[src/rtl/delay_line_arbiter.sv]
// Round-robin arbiter sharing one fixed-latency delay line between two requesters; results return NUM_DELAY cycles after accept.
// Ready is granted combinationally to at most one requester; no output backpressure, consumers take each beat in its cycle.
module delay_line_arbiter #(
  parameter int N         = 32,
  parameter int NUM_DELAY = 5,
  parameter int MAX_BURST = 4
) (
  input  logic         clk,
  input  logic         rst,
  input  logic         req0_valid,
  input  logic [N-1:0] req0_data,
  input  logic         req0_last,
  output logic         req0_ready,
  input  logic         req1_valid,
  input  logic [N-1:0] req1_data,
  input  logic         req1_last,
  output logic         req1_ready,
  output logic [N-1:0] dl_in,
  input  logic [N-1:0] dl_out,
  output logic [N-1:0] out_data,
  output logic         out0_valid,
  output logic         out1_valid,
  output logic         busy
);

  typedef enum logic [1:0] {IDLE, OWN0, OWN1} state_t;

  localparam logic [8:0] MAX_BURST_W = 9'(MAX_BURST);

  state_t               state_q, state_d;
  logic                 rr_last_q, rr_last_d;
  logic [7:0]           burst_cnt_q, burst_cnt_d;
  logic [8:0]           cnt_inc;
  logic [NUM_DELAY-1:0] vld_q, vld_d, tag_q, tag_d;

  logic         grant_vld;
  logic         grant_id;
  logic         sel_valid;
  logic         sel_last;
  logic [N-1:0] sel_data;
  logic         accept;

  // Grant selection: IDLE arbitrates among live requests, OWNk holds k.
  always_comb begin
    grant_vld = 1'b0;
    grant_id  = 1'b0;
    case (state_q)
      IDLE: begin
        if (req0_valid && req1_valid) begin
          grant_vld = 1'b1;
          grant_id  = ~rr_last_q;
        end else if (req0_valid) begin
          grant_vld = 1'b1;
          grant_id  = 1'b0;
        end else if (req1_valid) begin
          grant_vld = 1'b1;
          grant_id  = 1'b1;
        end
      end
      OWN0: begin
        grant_vld = 1'b1;
        grant_id  = 1'b0;
      end
      OWN1: begin
        grant_vld = 1'b1;
        grant_id  = 1'b1;
      end
      default: begin
        grant_vld = 1'b0;
        grant_id  = 1'b0;
      end
    endcase
  end

  assign req0_ready = grant_vld & ~grant_id;
  assign req1_ready = grant_vld & grant_id;
  assign sel_valid  = grant_id ? req1_valid : req0_valid;
  assign sel_last   = grant_id ? req1_last  : req0_last;
  assign sel_data   = grant_id ? req1_data  : req0_data;
  assign accept     = grant_vld & sel_valid;
  assign dl_in      = accept ? sel_data : '0;
  assign cnt_inc    = {1'b0, burst_cnt_q} + 9'd1;

  always_comb begin
    state_d     = state_q;
    rr_last_d   = rr_last_q;
    burst_cnt_d = burst_cnt_q;
    case (state_q)
      IDLE: begin
        if (accept) begin
          if (!sel_last && (cnt_inc < MAX_BURST_W)) begin
            state_d     = grant_id ? OWN1 : OWN0;
            burst_cnt_d = cnt_inc[7:0];
          end else begin
            rr_last_d   = grant_id;
            burst_cnt_d = '0;
          end
        end
      end
      OWN0, OWN1: begin
        // A dropped valid releases the grant immediately rather than holding a bubble.
        if (!sel_valid || sel_last || (cnt_inc == MAX_BURST_W)) begin
          state_d     = IDLE;
          rr_last_d   = grant_id;
          burst_cnt_d = '0;
        end else begin
          burst_cnt_d = cnt_inc[7:0];
        end
      end
      default: begin
        state_d     = IDLE;
        burst_cnt_d = '0;
      end
    endcase
  end

  always_comb begin
    vld_d    = vld_q << 1;
    tag_d    = tag_q << 1;
    vld_d[0] = accept;
    tag_d[0] = grant_id;
  end

  always_ff @(posedge clk or negedge rst) begin
    if (!rst) begin
      state_q     <= IDLE;
      rr_last_q   <= 1'b1;
      burst_cnt_q <= '0;
      vld_q       <= '0;
      tag_q       <= '0;
    end else begin
      state_q     <= state_d;
      rr_last_q   <= rr_last_d;
      burst_cnt_q <= burst_cnt_d;
      vld_q       <= vld_d;
      tag_q       <= tag_d;
    end
  end

  assign out_data   = dl_out;
  assign out0_valid = vld_q[NUM_DELAY-1] & ~tag_q[NUM_DELAY-1];
  assign out1_valid = vld_q[NUM_DELAY-1] &  tag_q[NUM_DELAY-1];
  assign busy       = (state_q != IDLE) | (|vld_q);

endmodule
[config.mk]
export PLATFORM = sky130hd
export DESIGN_NAME = delay_line_arbiter
export DESIGN_NICKNAME = d
export VERILOG_FILES = /design/src/rtl/delay_line_arbiter.sv
export SDC_FILE = /design/constraint.sdc
export NUM_CORES = 1
export LEC_CHECK = 0
export CAP_MARGIN = 20
export CORE_UTILIZATION = 34
export CTS_CLUSTER_DIAMETER = 60
export CTS_CLUSTER_SIZE = 12
export DETAILED_ROUTE_END_ITERATION = 8
export PLACE_DENSITY_LB_ADDON = 0.05
export RECOVER_POWER = 100
export SYNTH_ARGS = -nofsm -noshare
export SYNTH_HDL_FRONTEND = slang
export SYNTH_SLANG_ARGS = --single-unit
[constraint.sdc]
create_clock -name clk -period 6 [get_ports clk]
set_input_delay 0.6 -clock clk [delete_from_list [all_inputs] [get_ports clk]]
set_output_delay 0.6 -clock clk [all_outputs]
set_load 0.05 [all_outputs]
### Word level (Yosys, flattened, before mapping)

Cells that the tools add are included.

* input bits: 102
* output and inout port bits: 69
* flip-flop bits (word level): 21

* bitwise operators: 9
* reduce and logical (&&, ||, !) cells: 13
* magnitude comparators: 1
* muxes and demuxes: 24
* $add $sub $neg: 1
* eq/ne operators: 7

Operators by type and width (count)
* 32-bit 2-to-1 mux: 2
* 8-bit 2-to-1 mux: 3
* 8-bit case mux with 2 select lines: 1
* 1-bit 2-to-1 mux: 10
* 8-bit by 1-bit adder with 9-bit output (second input constant): 1
* 9-bit by 3-bit == test with 1-bit output (second input constant): 1
* 9-bit by 3-bit < comparator with 1-bit output (second input constant): 1
* 2-bit 2-to-1 mux: 4
* 2-bit != test (second input constant): 3
* 1-bit case mux with 2 select lines: 3
* 1-bit AND: 5
* 5-bit OR reduction: 1
* 2-bit case mux with 2 select lines: 1
* 4-bit AND reduction: 1
* 2-bit nonzero test: 2
* 1-bit NOT: 3
* 3-bit AND reduction: 1
* 2-bit by 1-bit == test with 1-bit output (second input constant): 1
* 2-bit == test (second input constant): 1
* 1-bit logical AND: 2
* 1-bit zero test: 2
* 2-bit zero test: 1
* 1-bit logical OR: 2
* 2-bit by 1-bit != test with 1-bit output (second input constant): 1
* 2 further kinds: 2

### Logic depth before layout (Yosys ltp)

Gate-level depths: netlist of the first run.

* depth in word-level cells: 10
* mapped depth: 11

### Worst setup path after synthesis of the first run

Ideal clock, no wire load.

* path type: reg-to-output
* from: register state_q[0]
* to: output dl_in[10]
* setup slack: 3.124 ns
* path buffers: 3
* data arrival time: 2.276 ns
* stages on the path, launching flop included: 10
* cell sequence: dfrtp_1 > inv_1 > ha_1 > buf_2 > a31oi_4 > inv_2 > buf_2 > buf_1 > nand2_1 > a21oi_1

* word-level cells in the longest chain between the ends: 5

Ends and longest elaborated chain
* from (decl): RTL line 30 `state_t state_q, state_d;`
* from (signal assigned): RTL line 132 `state_q <= state_d;`
* 2-bit by 1-bit == test with 1-bit output, or another cell as far along: RTL line 47 `case (state_q)`
* 2-bit OR reduction (no line) or 1-bit case mux with 2 select lines (tied branches)
* 1-bit case mux with 2 select lines or 1-bit 2-to-1 mux (tied branches): RTL line 47, 77
* 1-bit AND: RTL line 80 `assign accept = grant_vld & sel_valid;`
* 32-bit 2-to-1 mux (*): RTL line 81 `assign dl_in = accept ? sel_data : '0;`
* to (decl): RTL line 18 `output logic [N-1:0] dl_in,`

Mark *: on every way between the ends. The rest lies on a longest branch, timed or not.

### Worst setup path in the final report of the first run

* from: input req1_valid
* to: output dl_in[23]

* word-level cells in the longest chain between the ends: 7

Ends and longest elaborated chain
* from (decl): RTL line 14 `input logic req1_valid,`
* 1-bit 2-to-1 mux: RTL line 55 `end else if (req1_valid) begin`
* 1-bit 2-to-1 mux: RTL line 52 `end else if (req0_valid) begin`
* 1-bit 2-to-1 mux: RTL line 49 `if (req0_valid && req1_valid) begin`
* 1-bit case mux with 2 select lines: RTL line 47
* 1-bit 2-to-1 mux: RTL line 77 `assign sel_valid = grant_id ? req1_valid : req0_valid;`
* 1-bit AND: RTL line 80
* 32-bit 2-to-1 mux (*): RTL line 81

Marks and branches as above.

==> flow_metrics.tcl, run 1 <==
set metrics [dict create \
    synthFlopType "dfrtp_1" \
    maxCapViolCount 0 \
    track_usage_pct 18.6 \
    grt_use_met1_pct 22.5 \
    cp.required_ps 5400 \
    clk_latency_ps 260 \
    tightest_slew_ps 1120 \
    cts_resized 0 \
    path_class "input port to output port" \
    hpwl_um 3960 \
    grt_max_degree 39 \
    synth_cells 262 \
    r2r-start "state_q[0]" \
    power_w 0.00143 \
    overflow 0 \
    drive_gt1_share_pct 4.27 \
    dp_slack_ps 2230 \
    async_flop_share_pct 100 \
    grt_pass1_vias 1799 \
    avgSynthCellArea_sq_um 7.10 \
    synth.largest_area_cell "dfrtp_1" \
    syn_nets 369 \
    viasPerCell 4.84 \
    rrSetupSlack_ps 2540 \
    setup-tns-final_ps 0 \
    clk_pin_slew_ps 80 \
    start_util_pct 35.9 \
    rsz0062_at_grt "no" \
    fin_ws_ps 1970 \
    synth_cell_type_count 39 \
    postRouteAntennaNets 0 \
    final_area_sq_um 2780 \
    setup_violations 0 \
    cts_hold_buffers 0 \
    cts_tree "yes" \
    synth-edff-count 0 \
    vias 1928 \
    drv_slew 0 \
    end_kind "output port" \
    period_share_pct 67.1 \
    core_sq_um 5170 \
    drtIter0Drc 67 \
    busiest_layer "met2" \
    cts.htree.levels 1 \
    grt_pass1_wl_um 8840 \
    cts_inserted_buffers 3 \
    fin_skew_ps 5.41 \
    wirelength_um 5380 \
    min_from "tag_q[3]" \
    ys_ff_latch 21 \
    yosysSeqAreaShare_pct 28.3 \
    port_buffers 106 \
    yosys-top-cells-area "dfrtp_1, nand2_1, buf_4" \
    vdd_drop_max_v 0.000237 \
    route.detailed.drc 0 \
    n_fill_cell 503 \
    fp.dieH_um 76.0 \
    wl_per_cell_um 13.5 \
    r2r_end "burst_cnt_q[1]" \
    hold-path-endpoint "tag_q[4]" \
    power_leakage_nw 1.22 \
    worstPathArrival_ps 3430 \
    synth_top_area_share_pct 26.9 \
    slew_headroom_pct 25.2 \
    hp-class "register to register" \
    area_growth_pct 49.3 \
    design.die.area_sq_um 5770 \
    cts_setup_buffers 0 \
    ios 171 \
    clock-root-buffer "clkbuf_8" \
    final_cell_mix "nand2_1, clkdlybuf4s50_1, dlygate4sd3_1" \
    layout_commonest_cell "nand2_1" \
    status "finished, final reports clean" \
    place_area_sq_um 2720 \
    cts_buffer_depth 2 \
    nets 436 \
    finalHoldViolations 0 \
    synthesis.area_sq_um 1860 \
    row_count 26 \
    use_met3_pct 4.82 \
    gp_congestion 0.752 \
    worst-path-max-fanout 38 \
    fmax_ghz 0.248 \
    power-per-cell-area_nw_per_um2 515 \
    diodes 0 \
    fin_crit_ps 4030 \
    worst_setup_path_start_kind "input port" \
    antenna_found_initial 0 \
    cts.sinks 21 \
    firstDrtPassIters 4 \
    synth_warnings 0 \
    met2_usage_pct 32.5 \
    hold_depth 0 \
    fp.dieW_um 76.0 \
    r2r_cells 8 \
]
-- cell type report --
cell class | instances | area (sq um) | area share, %
timing repair buffer | 109 | 1100 | 39.7
sequential | 21 | 527 | 19.0
clock inverter | 1 | 5.00 | 0.180
tap | 70 | 87.6 | 3.15
inverter | 10 | 37.5 | 1.35
clock buffer | 3 | 41.3 | 1.49
multi-input combinational | 184 | 975 | 35.1
-- critical path, cell delays in order --
cell and delay, ps:
dlygate4sd3_1 660, a31oi_4 110, inv_1 830, nand2_1 140
a21oi_1 190, dlygate4sd3_1 890
-- state kept, by name (all words and copies together), names as in the netlist --
name,cells
burst_cnt_q,8
rr_last_q,1
state_q,2
tag_q,5
vld_q,5
-- Yosys cell counts, drive strengths merged (2+ instances only) --
cell type  number
nor3b           3
ha              5
or2             3
o221ai          2
inv            10
a21oi          35
o21ai          11
o211ai          4
and2            3
buf            39
dfrtp          20
clkbuf          8
nor4            3
nor2            7
nor3            4
nand2          78
o2111ai         2
nand4b          2
or4             2
nand3           8
a31oi           3
-- through the flow --
stage	utilization, %	hold WS (ps)	std cells
final	53.7	348	398
after global routing	53.7	368	398
after CTS	53.5	351	397
after detailed placement	52.6	339	393
after global placement	52.6	331	393
after floorplan	-	304	262
-- cells by family after synthesis --
kind of cell    Yosys count  share of synthesized area [%]
mux                       1                          0.606
buf+inv                  57                           18.4
simple gates            117                           29.3
xor+xnor                  1                          0.471
flops                    21                           28.3
fa+ha+maj                 5                           3.36
compound gates           60                           19.6
-- report_power, final --
group / leakage [nW] / total [W] / switching [W] / internal, W
Sequential: 0.269 / 0.000224 / 0.0000316 / 0.000192
Clock: 0.0255 / 0.0000936 / 0.0000473 / 0.0000463
Combinational: 0.926 / 0.00111 / 0.000765 / 0.000346
-- metal layers --
layer,vias to the layer above,wire length [um]
met1,863,2310
met2,65,2640
met5,-,0
met4,0,97
met3,19,329
li1,981,-
-- worst max path at each step --
stage,startpoint,endpoint,slack [ps],cells after the start
2_1_floorplan,state_q[0],dl_in[10],3120,9
3_3_place_gp,req1_valid,dl_in[22],2270,5
3_5_place_dp,req1_valid,dl_in[22],2230,5
4_1_cts,req1_valid,dl_in[23],2220,5
5_1_grt,req1_valid,dl_in[23],1690,6
6_report,req1_valid,dl_in[23],1970,6
No activity file was read; power rests on OpenSTA's default activity.
==> inputs of run 2 (changes only) <==
Settings changed: CORE_UTILIZATION 34 to 28.
Clock period 6 ns to 3.6 ns, I/O delays scaled along.
==> run 2 against run 1 <==
Compared with the run above: power rose by 61%; via count is 1.7% higher; design area decreased by 5.7%; utilization decreased by 13 points; critical path depth grew 2; combinational power is 59% higher; cell count is 2.5% higher; wire length rose by 7.0%; global-route usage shrank 2.2 points; count of clock-buffer cells in the layout unchanged; largest cell class is now multi-input gates.
==> flow_metrics.tcl, run 2 (synthesis results as in run 1) <==
set metrics [dict create \
    antenna_found_initial 0 \
    cts_tree "yes" \
    fin_skew_ps 10.5 \
    wl_per_cell_um 14.1 \
    rsz0062_at_grt "no" \
    min_from "tag_q[0]" \
    worst_setup_path_start_kind "register" \
    fp.dieH_um 83.5 \
    period_share_pct 85.3 \
    largest_reg_flops 8 \
    p_clk_share_pct 7.0 \
    clock-root-buffer "clkbuf_8" \
    nets 439 \
    r2r_cells 8 \
    path_class "register to output port" \
    clk_latency_ps 270 \
    hold-path-endpoint "tag_q[1]" \
    row_count 29 \
    hpwl_um 4350 \
    r2r_end "rr_last_q" \
    cts_inserted_buffers 3 \
    final_area_sq_um 2620 \
    drive_gt1_share_pct 5.44 \
    area_growth_pct 40.8 \
    final_cell_count_no_fill 408 \
    seqPwrFrac_pct 16.2 \
    gp_congestion 0.756 \
    tightest_slew_ps 1050 \
    track_usage_pct 16.4 \
    status "finished, final reports clean" \
    wirelength_um 5760 \
    reg_top3 "burst_cnt_q: 8 flops, tag_q: 5 flops, vld_q: 5 flops" \
    final_core_util_pct 41.0 \
    hold_depth 0 \
    finalHoldViolations 0 \
    setup-tns-final_ps 0 \
    core_sq_um 6390 \
    firstDrtPassIters 4 \
    grt_pass1_wl_um 9440 \
    cts_setup_buffers 0 \
    cts_buffer_depth 2 \
    worstPathArrival_ps 2710 \
    diodes 0 \
    overflow 0 \
    p_int_w 0.000857 \
    ios 171 \
    hp-class "register to register" \
    layout_commonest_cell "nand2_1" \
    n_fill_cell 709 \
    drv_slew 0 \
    use_met3_pct 3.07 \
    cts.sinks 21 \
    dp_cells 402 \
    vias 1961 \
    slew_headroom_pct 29.8 \
    place_area_sq_um 2670 \
    postRouteAntennaNets 0 \
    pwr-share-comb_pct 76.8 \
    drtIter0Drc 83 \
    power-per-cell-area_nw_per_um2 881 \
    rrSetupSlack_ps 620 \
    cp.required_ps 3240 \
    clk_pin_slew_ps 80 \
    busiest_layer "met2" \
    switchingPower_w 0.00145 \
    met2_usage_pct 29.5 \
    final_cell_mix "nand2_1, clkdlybuf4s50_1, a21oi_1" \
    r2r-start "state_q[0]" \
    fmax_ghz 0.326 \
    cts_hold_buffers 0 \
    grt_pass1_vias 1943 \
    vdd_drop_max_v 0.000390 \
    design.die.area_sq_um 6970 \
    fin_crit_ps 3070 \
    viasPerCell 4.81 \
    maxCapViolCount 0 \
    route.detailed.drc 0 \
    grt_use_met1_pct 20.2 \
    cts.htree.levels 1 \
    worst-path-max-fanout 26 \
    fp.dieW_um 83.5 \
    port_buffers 106 \
    cts_resized 0 \
    setup_violations 0 \
    switching_share_pct 62.8 \
    power_leakage_nw 1.08 \
    end_kind "output port" \
    largest_register "burst_cnt_q" \
    start_util_pct 29.1 \
    grt_max_degree 34 \
]
[run 2: cell count changes in the layout (fill, tap and decap cells not counted), sizes merged]
cell / delta
dlygate4sd3: -34
clkinv: -1
clkbuf: +34
buf: +2
clkdlybuf4s50: +1
clkinvlp: +1
[run 2: metal layers]
metal	vias up	wire (um)
met5	-	0
met4	0	68
met3	12	285
met2	61	2990
met1	897	2410
li1	991	-
[run 2: worst max path at each step]
| stage | startpoint | end | depth (start not counted) |
|---|---|---|---|
| 6_report | state_q[0] | dl_in[14] | 8 |
| 2_1_floorplan | state_q[0] | dl_in[10] | 9 |
| 3_5_place_dp | req1_valid | dl_in[12] | 5 |
| 3_3_place_gp | req0_valid | rr_last_q | 8 |
| 5_1_grt | state_q[0] | rr_last_q | 8 |
| 4_1_cts | state_q[0] | req1_ready | 7 |
[run 2: power by group through the flow]
stage / Sequential (W) / Combinational (W) / Clock (W)
6_report: 0.000372 / 0.00177 / 0.000162
3_5_place_dp: 0.000379 / 0.00192 / 0
4_1_cts: 0.000375 / 0.00193 / 0.000166
5_1_grt: 0.000386 / 0.00191 / 0.000176
3_3_place_gp: 0.000377 / 0.00193 / 0
2_1_floorplan: 0.000361 / 0.00142 / 0
[run 2: worst max-delay path: stages (launching register included)]
cell	delay (ps)
dfrtp_1	410
inv_1	90
ha_1	360
a31oi_4	140
inv_1	320
buf_4	370
nand2_1	100
a21oi_1	150
clkbuf_1	500
[run 2: area by class of cell]
cell class / instances / area [sq um] / area share [%]
clock inverter: 1 / 7.51 / 0.287
tap: 77 / 96.3 / 3.68
clock buffer: 3 / 41.3 / 1.58
inverter: 10 / 37.5 / 1.43
timing repair buffer: 112 / 930 / 35.5
multi-input combinational: 184 / 978 / 37.4
sequential: 21 / 527 / 20.1
[run 2: stage by stage]
stage          worst slack [ps]  power (W)  hold slack (ps)
2_1_floorplan               964    0.00178             64.4
3_3_place_gp                905    0.00230              335
3_5_place_dp                881    0.00230              336
4_1_cts                     668    0.00247              357
5_1_grt                     294    0.00247              358
6_report                    528    0.00231              352
